### src/rtl/irq_controller_pkg.sv
// Shared definitions for the vectored interrupt controller: register offsets,
// controller states and the IRQ_ID valid-flag position.
package irq_ctrl_pkg;

   localparam logic [3:0] ADDR_IRQ_ID  = 4'h0;
   localparam logic [3:0] ADDR_MASK    = 4'h1;
   localparam logic [3:0] ADDR_PENDING = 4'h2;
   localparam logic [3:0] ADDR_MODE    = 4'h3;
   localparam logic [3:0] ADDR_RAW     = 4'h4;

   localparam int VALID_BIT = 31;

   typedef enum logic [1:0] {
      IDLE    = 2'd0,
      REQ     = 2'd1,
      SERVICE = 2'd2
   } irq_state_e;

endpackage

### src/rtl/irq_priority_encoder.sv
// Fixed-priority encoder: reports the lowest set index of vec_i and whether any
// bit is set.
module irq_priority_encoder #(
   parameter int N    = 16,
   parameter int ID_W = $clog2(N)
) (
   input  logic [N-1:0]    vec_i,
   output logic [ID_W-1:0] id_o,
   output logic            valid_o
);

   // Scan from the top down so the lowest set index is the last assignment.
   always_comb begin
      id_o = '0;
      for (int i = N - 1; i >= 0; i--) begin
         if (vec_i[i]) id_o = ID_W'(i);
      end
   end

   assign valid_o = |vec_i;

endmodule

### src/rtl/irq_controller.sv
// Vectored interrupt controller: per-source mask and level/edge mode, fixed
// priority vector read and an in-service/ack handshake towards the CPU.
module irq_controller
   import irq_ctrl_pkg::*;
#(
   parameter int N_SOURCES   = 16,
   parameter int DATA_WIDTH  = 32,
   parameter int ID_WIDTH    = $clog2(N_SOURCES),
   parameter int SYNC_STAGES = 0
) (
   input  logic                  clk,
   input  logic                  rst,
   input  logic                  ce,
   input  logic                  rw,
   input  logic [3:0]            address,
   input  logic [DATA_WIDTH-1:0] data_in,
   output logic [DATA_WIDTH-1:0] data_out,
   input  logic [N_SOURCES-1:0]  irq_src,
   output logic                  irq,
   input  logic                  ack
);

   logic [N_SOURCES-1:0] raw;
   logic [N_SOURCES-1:0] raw_prev_q;
   logic [N_SOURCES-1:0] mask_q, mask_d;
   logic [N_SOURCES-1:0] mode_q, mode_d;
   logic [N_SOURCES-1:0] edge_q, edge_d;
   logic [N_SOURCES-1:0] w1c, ack_clr, edge_set;
   logic [N_SOURCES-1:0] pending, active;
   logic [ID_WIDTH-1:0]  enc_id, isid_q, id_val;
   logic                 enc_valid, id_valid;
   logic                 wr_en, rd_en, id_read;
   logic                 irq_q;
   irq_state_e           state_q;
   logic [DATA_WIDTH-1:0] rd_data;
   logic                 unused_data_in;

   assign unused_data_in = ^data_in;

   generate
      if (SYNC_STAGES == 0) begin : g_nosync
         assign raw = irq_src;
      end else begin : g_sync
         logic [N_SOURCES-1:0] sync_q [SYNC_STAGES];
         always_ff @(posedge clk or posedge rst) begin
            if (rst) begin
               for (int s = 0; s < SYNC_STAGES; s++) sync_q[s] <= '0;
            end else begin
               sync_q[0] <= irq_src;
               for (int s = 1; s < SYNC_STAGES; s++) sync_q[s] <= sync_q[s-1];
            end
         end
         assign raw = sync_q[SYNC_STAGES-1];
      end
   endgenerate

   assign wr_en   = ce & rw;
   assign rd_en   = ce & ~rw;
   assign id_read = rd_en && (address == ADDR_IRQ_ID);

   always_comb begin
      mask_d = mask_q;
      mode_d = mode_q;
      w1c    = '0;
      if (wr_en) begin
         case (address)
            ADDR_MASK:    mask_d = data_in[N_SOURCES-1:0];
            ADDR_MODE:    mode_d = data_in[N_SOURCES-1:0];
            ADDR_PENDING: w1c    = data_in[N_SOURCES-1:0];
            default:      ;
         endcase
      end
   end

   // Edge set beats any clear in the same cycle; leaving edge mode drops the stored bit.
   always_comb begin
      ack_clr = '0;
      if (state_q == SERVICE && ack) ack_clr[isid_q] = 1'b1;
      edge_set = raw & ~raw_prev_q;
      edge_d   = ((edge_q & ~(w1c | ack_clr)) | edge_set) & mode_d;
   end

   assign pending = (edge_q & mode_q) | (raw & ~mode_q);
   assign active  = pending & mask_q;

   irq_priority_encoder #(
      .N    (N_SOURCES),
      .ID_W (ID_WIDTH)
   ) u_prio (
      .vec_i   (active),
      .id_o    (enc_id),
      .valid_o (enc_valid)
   );

   assign id_valid = (state_q == SERVICE) ? 1'b1 : enc_valid;
   assign id_val   = (state_q == SERVICE) ? isid_q : enc_id;

   always_comb begin
      rd_data = '0;
      if (rd_en) begin
         case (address)
            ADDR_IRQ_ID: begin
               rd_data[ID_WIDTH-1:0] = id_val;
               rd_data[VALID_BIT]    = id_valid;
            end
            ADDR_MASK:    rd_data = DATA_WIDTH'(mask_q);
            ADDR_PENDING: rd_data = DATA_WIDTH'(pending);
            ADDR_MODE:    rd_data = DATA_WIDTH'(mode_q);
            ADDR_RAW:     rd_data = DATA_WIDTH'(raw);
            default:      rd_data = '0;
         endcase
      end
   end

   assign data_out = rd_data;

   always_ff @(posedge clk or posedge rst) begin
      if (rst) begin
         mask_q     <= '0;
         mode_q     <= '0;
         edge_q     <= '0;
         raw_prev_q <= '0;
      end else begin
         mask_q     <= mask_d;
         mode_q     <= mode_d;
         edge_q     <= edge_d;
         raw_prev_q <= raw;
      end
   end

   // Request/service handshake; irq is registered so it lags pending by one cycle.
   always_ff @(posedge clk or posedge rst) begin
      if (rst) begin
         state_q <= IDLE;
         irq_q   <= 1'b0;
         isid_q  <= '0;
      end else begin
         case (state_q)
            IDLE: begin
               if (enc_valid) begin
                  state_q <= REQ;
                  irq_q   <= 1'b1;
               end
            end
            REQ: begin
               if (!enc_valid) begin
                  state_q <= IDLE;
                  irq_q   <= 1'b0;
               end else if (id_read) begin
                  state_q <= SERVICE;
                  isid_q  <= enc_id;
                  irq_q   <= 1'b0;
               end
            end
            SERVICE: begin
               irq_q <= 1'b0;
               if (ack) state_q <= IDLE;
            end
            default: begin
               state_q <= IDLE;
               irq_q   <= 1'b0;
            end
         endcase
      end
   end

   assign irq = irq_q;

endmodule
### config.mk
export PLATFORM = sky130hd
export DESIGN_NAME = irq_controller
export DESIGN_NICKNAME = d
export VERILOG_FILES = /design/src/rtl/irq_controller_pkg.sv /design/src/rtl/irq_priority_encoder.sv /design/src/rtl/irq_controller.sv
export SDC_FILE = /design/constraint.sdc
export NUM_CORES = 1
export LEC_CHECK = 0
export BUFFER_PORTS_ARGS = -buffer_cell sky130_fd_sc_hd__buf_2
export CAP_MARGIN = 20
export CORE_ASPECT_RATIO = 2
export CORE_MARGIN = 5
export CORE_UTILIZATION = 50
export CTS_BUF_LIST = sky130_fd_sc_hd__clkbuf_16
export CTS_CLUSTER_DIAMETER = 80
export DETAILED_ROUTE_END_ITERATION = 7
export GPL_ROUTABILITY_DRIVEN = 0
export PLACE_DENSITY = 0.78
export SLEW_MARGIN = 20
export SYNTH_ARGS = -nofsm -noshare
export SYNTH_HDL_FRONTEND = slang
export SYNTH_SLANG_ARGS = --single-unit
### constraint.sdc
create_clock -name clk -period 5.9 [get_ports clk]
set_clock_uncertainty 0.2 [all_clocks]
set_input_delay 0.295 -clock clk [delete_from_list [all_inputs] [get_ports clk]]
set_output_delay 0.295 -clock clk [all_outputs]
set_load 0.01 [all_outputs]
After elaboration in Yosys (flattened, before gate mapping)

Index checks and enable logic that the tools add are counted.
Widths: inputs -> output; s select.

$lt $le $gt $ge: 2
Equality and inequality tests: 9
Multiplexer cells: 38
Bitwise gates (word level): 15
Reduce and logical (&&, ||, !) cells: 10

Operators by type and width:

| kind               | count |
|---|---|
| $and 16x16->16     | 6 |
| $mux 16            | 5 |
| $mux 4             | 17 |
| $not 16->16        | 3 |
| $or 16x16->16      | 3 |
| $pmux 12 s4        | 1 |
| $mux 32            | 1 |
| $pmux 4 s5         | 1 |
| $reduce_or 16->1   | 1 |
| $eq 4x2->1 const B | 2 |
| $mux 2             | 4 |
| $mux 1             | 6 |
| $pmux 2 s3         | 1 |
| $reduce_and 3->1   | 2 |
| $lt 4x5->1 const B | 1 |
| $demux 1 s4        | 1 |
| $eq 4x1->1 const B | 1 |
| $eq 4x3->1 const B | 1 |
| $ge 4x1->1 const B | 1 |
| $logic_not 4->1    | 1 |
| $ne 2x2->1 const B | 2 |
| $reduce_and 2->1   | 2 |
| $logic_and 1x1->1  | 3 |
| $ne 3x3->1 const B | 1 |
| 6 further kinds    | 7 |

Bits in registers: 71
Output and inout port bits: 33
Logic and storage cells: 81

Longest topological paths before layout

Word-level depth: 23
Gate-level depth with buffers: 7
Mapped depth without buffers: 6

Cells and area by module

Synthesis repeated with hierarchy kept, for this count alone.

Cell total of the unflattened synthesis: 392
Area total of the unflattened synthesis: 4,241.6 um^2

Modules (own cells, without submodules):

| module               | instances | cells each | area each (um^2) |
|---|---|---|---|
| irq_controller       | 1         | 358        | 4,065.1 |
| irq_priority_encoder | 1         | 34         | 176.4 |

Worst setup path after synthesis

OpenSTA, ideal clock, no wires.

Path kind: reg2out
Start: register mode_q[4]
End: output port data_out[0]
Arrival: 1.673 ns
Required time: 5.405 ns
Setup slack: 3.732 ns
Cell stages (with the launch flop): 7
Path buffers: 0
Path through: dfrtp_1 -> mux2_2 -> a22oi_1 -> o2111a_1 -> o31ai_1 -> a31o_2 -> a41oi_1

Word-level cells in the longest chain between the ends: 12
Elaborated cells on any way between the ends: 13
Those cells by class: mux: 8; bitwise: 5

RTL lines:

| item                     | line                       | text |
|---|---|---|
| start: declaration       | irq_controller.sv:26       | `logic [N_SOURCES-1:0] mode_q, mode_d;` |
| start signal: assignment | irq_controller.sv:125      | `mode_q <= mode_d;` |
| $not 16->16              | irq_controller.sv:83       | `assign pending = (edge_q & mode_q) \| (raw & ~mode_q);` |
| $and 16x16->16           | irq_controller.sv:83       |  |
| $or 16x16->16 (*)        | irq_controller.sv:83       |  |
| $and 16x16->16 (*)       | irq_controller.sv:84       | `assign active = pending & mask_q;` |
| $mux 4 (*) (5 in a row)  | irq_priority_encoder.sv:16 | `if (vec_i[i]) id_o = ID_W'(i);` |
| $mux 4 (*)               | irq_controller.sv:96       | `assign id_val = (state_q == SERVICE) ? isid_q : enc_id;` |
| $pmux 4 s5 (*)           | irq_controller.sv:101      | `case (address)` |
| $mux 32 (*)              | irq_controller.sv:100      | `if (rd_en) begin` |
| end: declaration         | irq_controller.sv:17       | `output logic [DATA_WIDTH-1:0] data_out,` |

Mark *: on every way between the ends. The rest lies on a longest branch, timed or not.

Final worst setup path

Start: input port address[3]
End: output port data_out[1]

Word-level cells in the longest chain between the ends: 3
Elaborated cells on any way between the ends: 7
Those cells by class: eq/ne: 4; mux: 2; reduce/logical: 1

RTL lines:

| item                                     | line                  | text |
|---|---|---|
| start: declaration                       | irq_controller.sv:15  | `input logic [3:0] address,` |
| $eq 4x3->1, or another cell as far along | irq_controller.sv:101 |  |
| $pmux 4 s5 (*)                           | irq_controller.sv:101 |  |
| $mux 32 (*)                              | irq_controller.sv:100 |  |

Marks and branches as above.

==> reports/summary.txt <==
status = complete, no violations
most frequent cell after synthesis = dfrtp_1
crit-path cells = buf_2 > nor2_1 > buf_4 > nand3b_1 > o21bai_1 > a222oi_1 > a21oi_1 > a21o_1 > buf_2
Synth area leaders = dfrtp_1 44%, mux2_2 11%, nand2_1 4.7%, o2111ai_1 3.5%, nand2b_1 3.3%
DRC Markers = 0
DRT iter0 DRCs = 265
part of the power in registers = 0.440
CP arrival = 2.53 ns
PortBufs = 58
power share of the combinational group = 0.214
NetSw = 0.450 mW
Pwr Total = 1.49 mW
Ant. Diodes = 0
post-synthesis sequential area ratio = 0.440
Pint = 1.04 mW
Core Area = 7890 sq um
Max Root-Sink Buffers = 2
maxcap violations = 0
Sw Share = 0.303
end of the worst register-to-register path = isid_q[3]$_DFFE_PP0P_
critical path data required time = 5.41 ns
Clk Latency, worst-skew pair = 0.33 ns
Pre-Repair DR Iteration Count = 5
syn_area_per_cell = 10.1 sq um
root buf cell = clkbuf_16
via-per-instance ratio = 6.22
Die Area = 10100 sq um
layout cell share with drive strength beyond 1 = 0.284
reg-to-reg slack, setup = 3.58 ns
Distinct cells, synth = 51
top cells by count, synth = 71 x dfrtp_1, 50 x nand2_1, 40 x mux2_2
Fin Hold WS = 0.00455 ns
period utilization = 0.512
Reg clk slew, reported paths = 0.05 ns
routed length per instance = 20.3 um
RSZ-0062 raised after global routing = false
dpl ws = 2.95 ns
EDFF count, synth = 0
area grow syn2layout = 19.3%
total negative slack = 0 ns
cell taking the most area after synthesis = dfrtp_1
Worst-Margin Slew = 1.14 ns
GRT Total Usage = 0.238
Ports = 90
Tmin final = 3.02 ns
Synth Register Bits = 71
VDD IR max = 0.000217 V
reg-to-reg critical path startpoint = mode_q[8]$_DFF_PP0_
Clk pwr share = 0.346
ys flop type = dfrtp_1
Slew Limit Fails = 0
Critical Path Max Stage Delay = 0.71 ns
PnR worst setup slack = 2.88 ns
DP Area = 4370 sq um
Max transition margin = 0.242
largest net degree at the start of global routing = 72
top cell type's share of synthesized area = 0.440
Initial Utilization = 0.512
Syn Inst Count = 398
Worst Setup SP = address[3]
first-pass GRT wire length = 18.3 mm
initial antenna violation count = 0
Crit-path slowest cell = nand3b_1
setup violators final = 0
Final ANT Viol Nets = 0
critical path type = in2out
Mapped Area = 4040 sq um
# rows = 46
Critical Path Start Type = input port
yosys warns = 0
# nets final = 528
worst min path class = in2async
PwrDens = 309 nW/um^2
via count = 3550
total CTS buffers = 9
number of setup buffers added after CTS = 0
total wire length = 11.6 mm
endpoint type of the worst setup path = primary output
CTS sink count = 71
Final HPWL DP = 7.93 mm
grt ovf = 0
fmax = 0.331 GHz
CTS tree = done
H-tree Lvls = 3
fraction of registers with async set/reset = 1.00
Worst R2R Path Depth = 6
vias in the first global route = 3716
DIE WIDTH = 73.5 um
design area = 4810 sq um
P_leak = 2.08 nW
most used cell, CP = buf_2
final count of hold timing violations = 0
chip height = 137 um
crit-path max FO = 23
-- cells by family after synthesis --
kind of cell | after synthesis | synth area share
flops | 71 | 0.440
buf+inv | 38 | 0.0524
compound gates | 113 | 0.212
other cells | 1 | 0.000929
simple gates | 124 | 0.149
xor+xnor | 1 | 0.00217
mux | 50 | 0.143
-- critical path, delay by kind of cell --
kind	cells	cell delay, ns
buffers and inverters	3	0.58
and+or+nand+nor	2	0.81
AOI/OAI and AO/OA	4	0.84
-- through the flow --
stage | utilization | cells
global route | 0.611 | 571
global placement | 0.554 | 539
finish | 0.611 | 571
CTS | 0.611 | 571
floorplan | - | 412
detailed placement | 0.554 | 539
-- metal layers --
layer / up-vias / GRT usage / wire, um
met4: 0 / 0.137 / 533
met3: 46 / 0.0471 / 911
met1: 1728 / 0.259 / 3990
met2: 181 / 0.416 / 6160
met5: - / 0 / 0
li1: 1595 / - / -
-- power by group through the flow --
stage	clock (mW)	sequential, mW	combinational, mW
floorplan	0	0.625	0.243
CTS	0.521	0.651	0.317
detailed placement	0	0.659	0.306
global route	0.539	0.665	0.347
global placement	0	0.653	0.296
finish	0.515	0.655	0.318
-- state kept, by name, summed over array words and instances (netlist names) --
signal / cells
edge_q: 16
mask_q: 16
mode_q: 16
raw_prev_q: 16
isid_q: 4
state_q: 2
irq: 1
-- placed cells by master (no fill, tap or decap), types with 8 or more instances in the layout --
| master | instances |
|---|---|
| a21boi_0 | 16 |
| a31oi_1 | 14 |
| buf_2 | 58 |
| clkbuf_16 | 9 |
| conb_1 | 15 |
| dfrtp_1 | 71 |
| dlygate4sd3_1 | 17 |
| mux2_2 | 40 |
| nand2_1 | 50 |
| nand2b_1 | 21 |
| nand3_1 | 8 |
| nor2_1 | 24 |
| o2111ai_1 | 16 |
| o211ai_1 | 14 |
| o21ai_0 | 19 |
-- cell type report --
type | instances | area (sq um)
Clock inverter | 6 | 52.6
Tap cell | 96 | 120
Inverter | 6 | 22.5
Sequential cell | 71 | 1780
Clock buffer | 9 | 225
Timing Repair Buffer | 80 | 498
Fill cell | 647 | 3070
Multi-Input combinational cell | 303 | 2120
-- how the worst max path moves through the flow --
stage                           to  cells after the start  slack (ns)
6_report               data_out[1]                      9        2.88
5_1_grt                data_out[0]                      9        2.76
4_1_cts                data_out[0]                      9        2.89
3_5_place_dp           data_out[1]                      8        2.95
3_3_place_gp           data_out[1]                      8        3.00
2_1_floorplan  edge_q[0]$_DFF_PP0_                      1        3.61
-- timing repair --
action                                 CTS  global route
resized for setup                        0             0
endpoints found under the hold margin   17             0
hold buffers                            17             0
(Power assumes the default switching activity.)
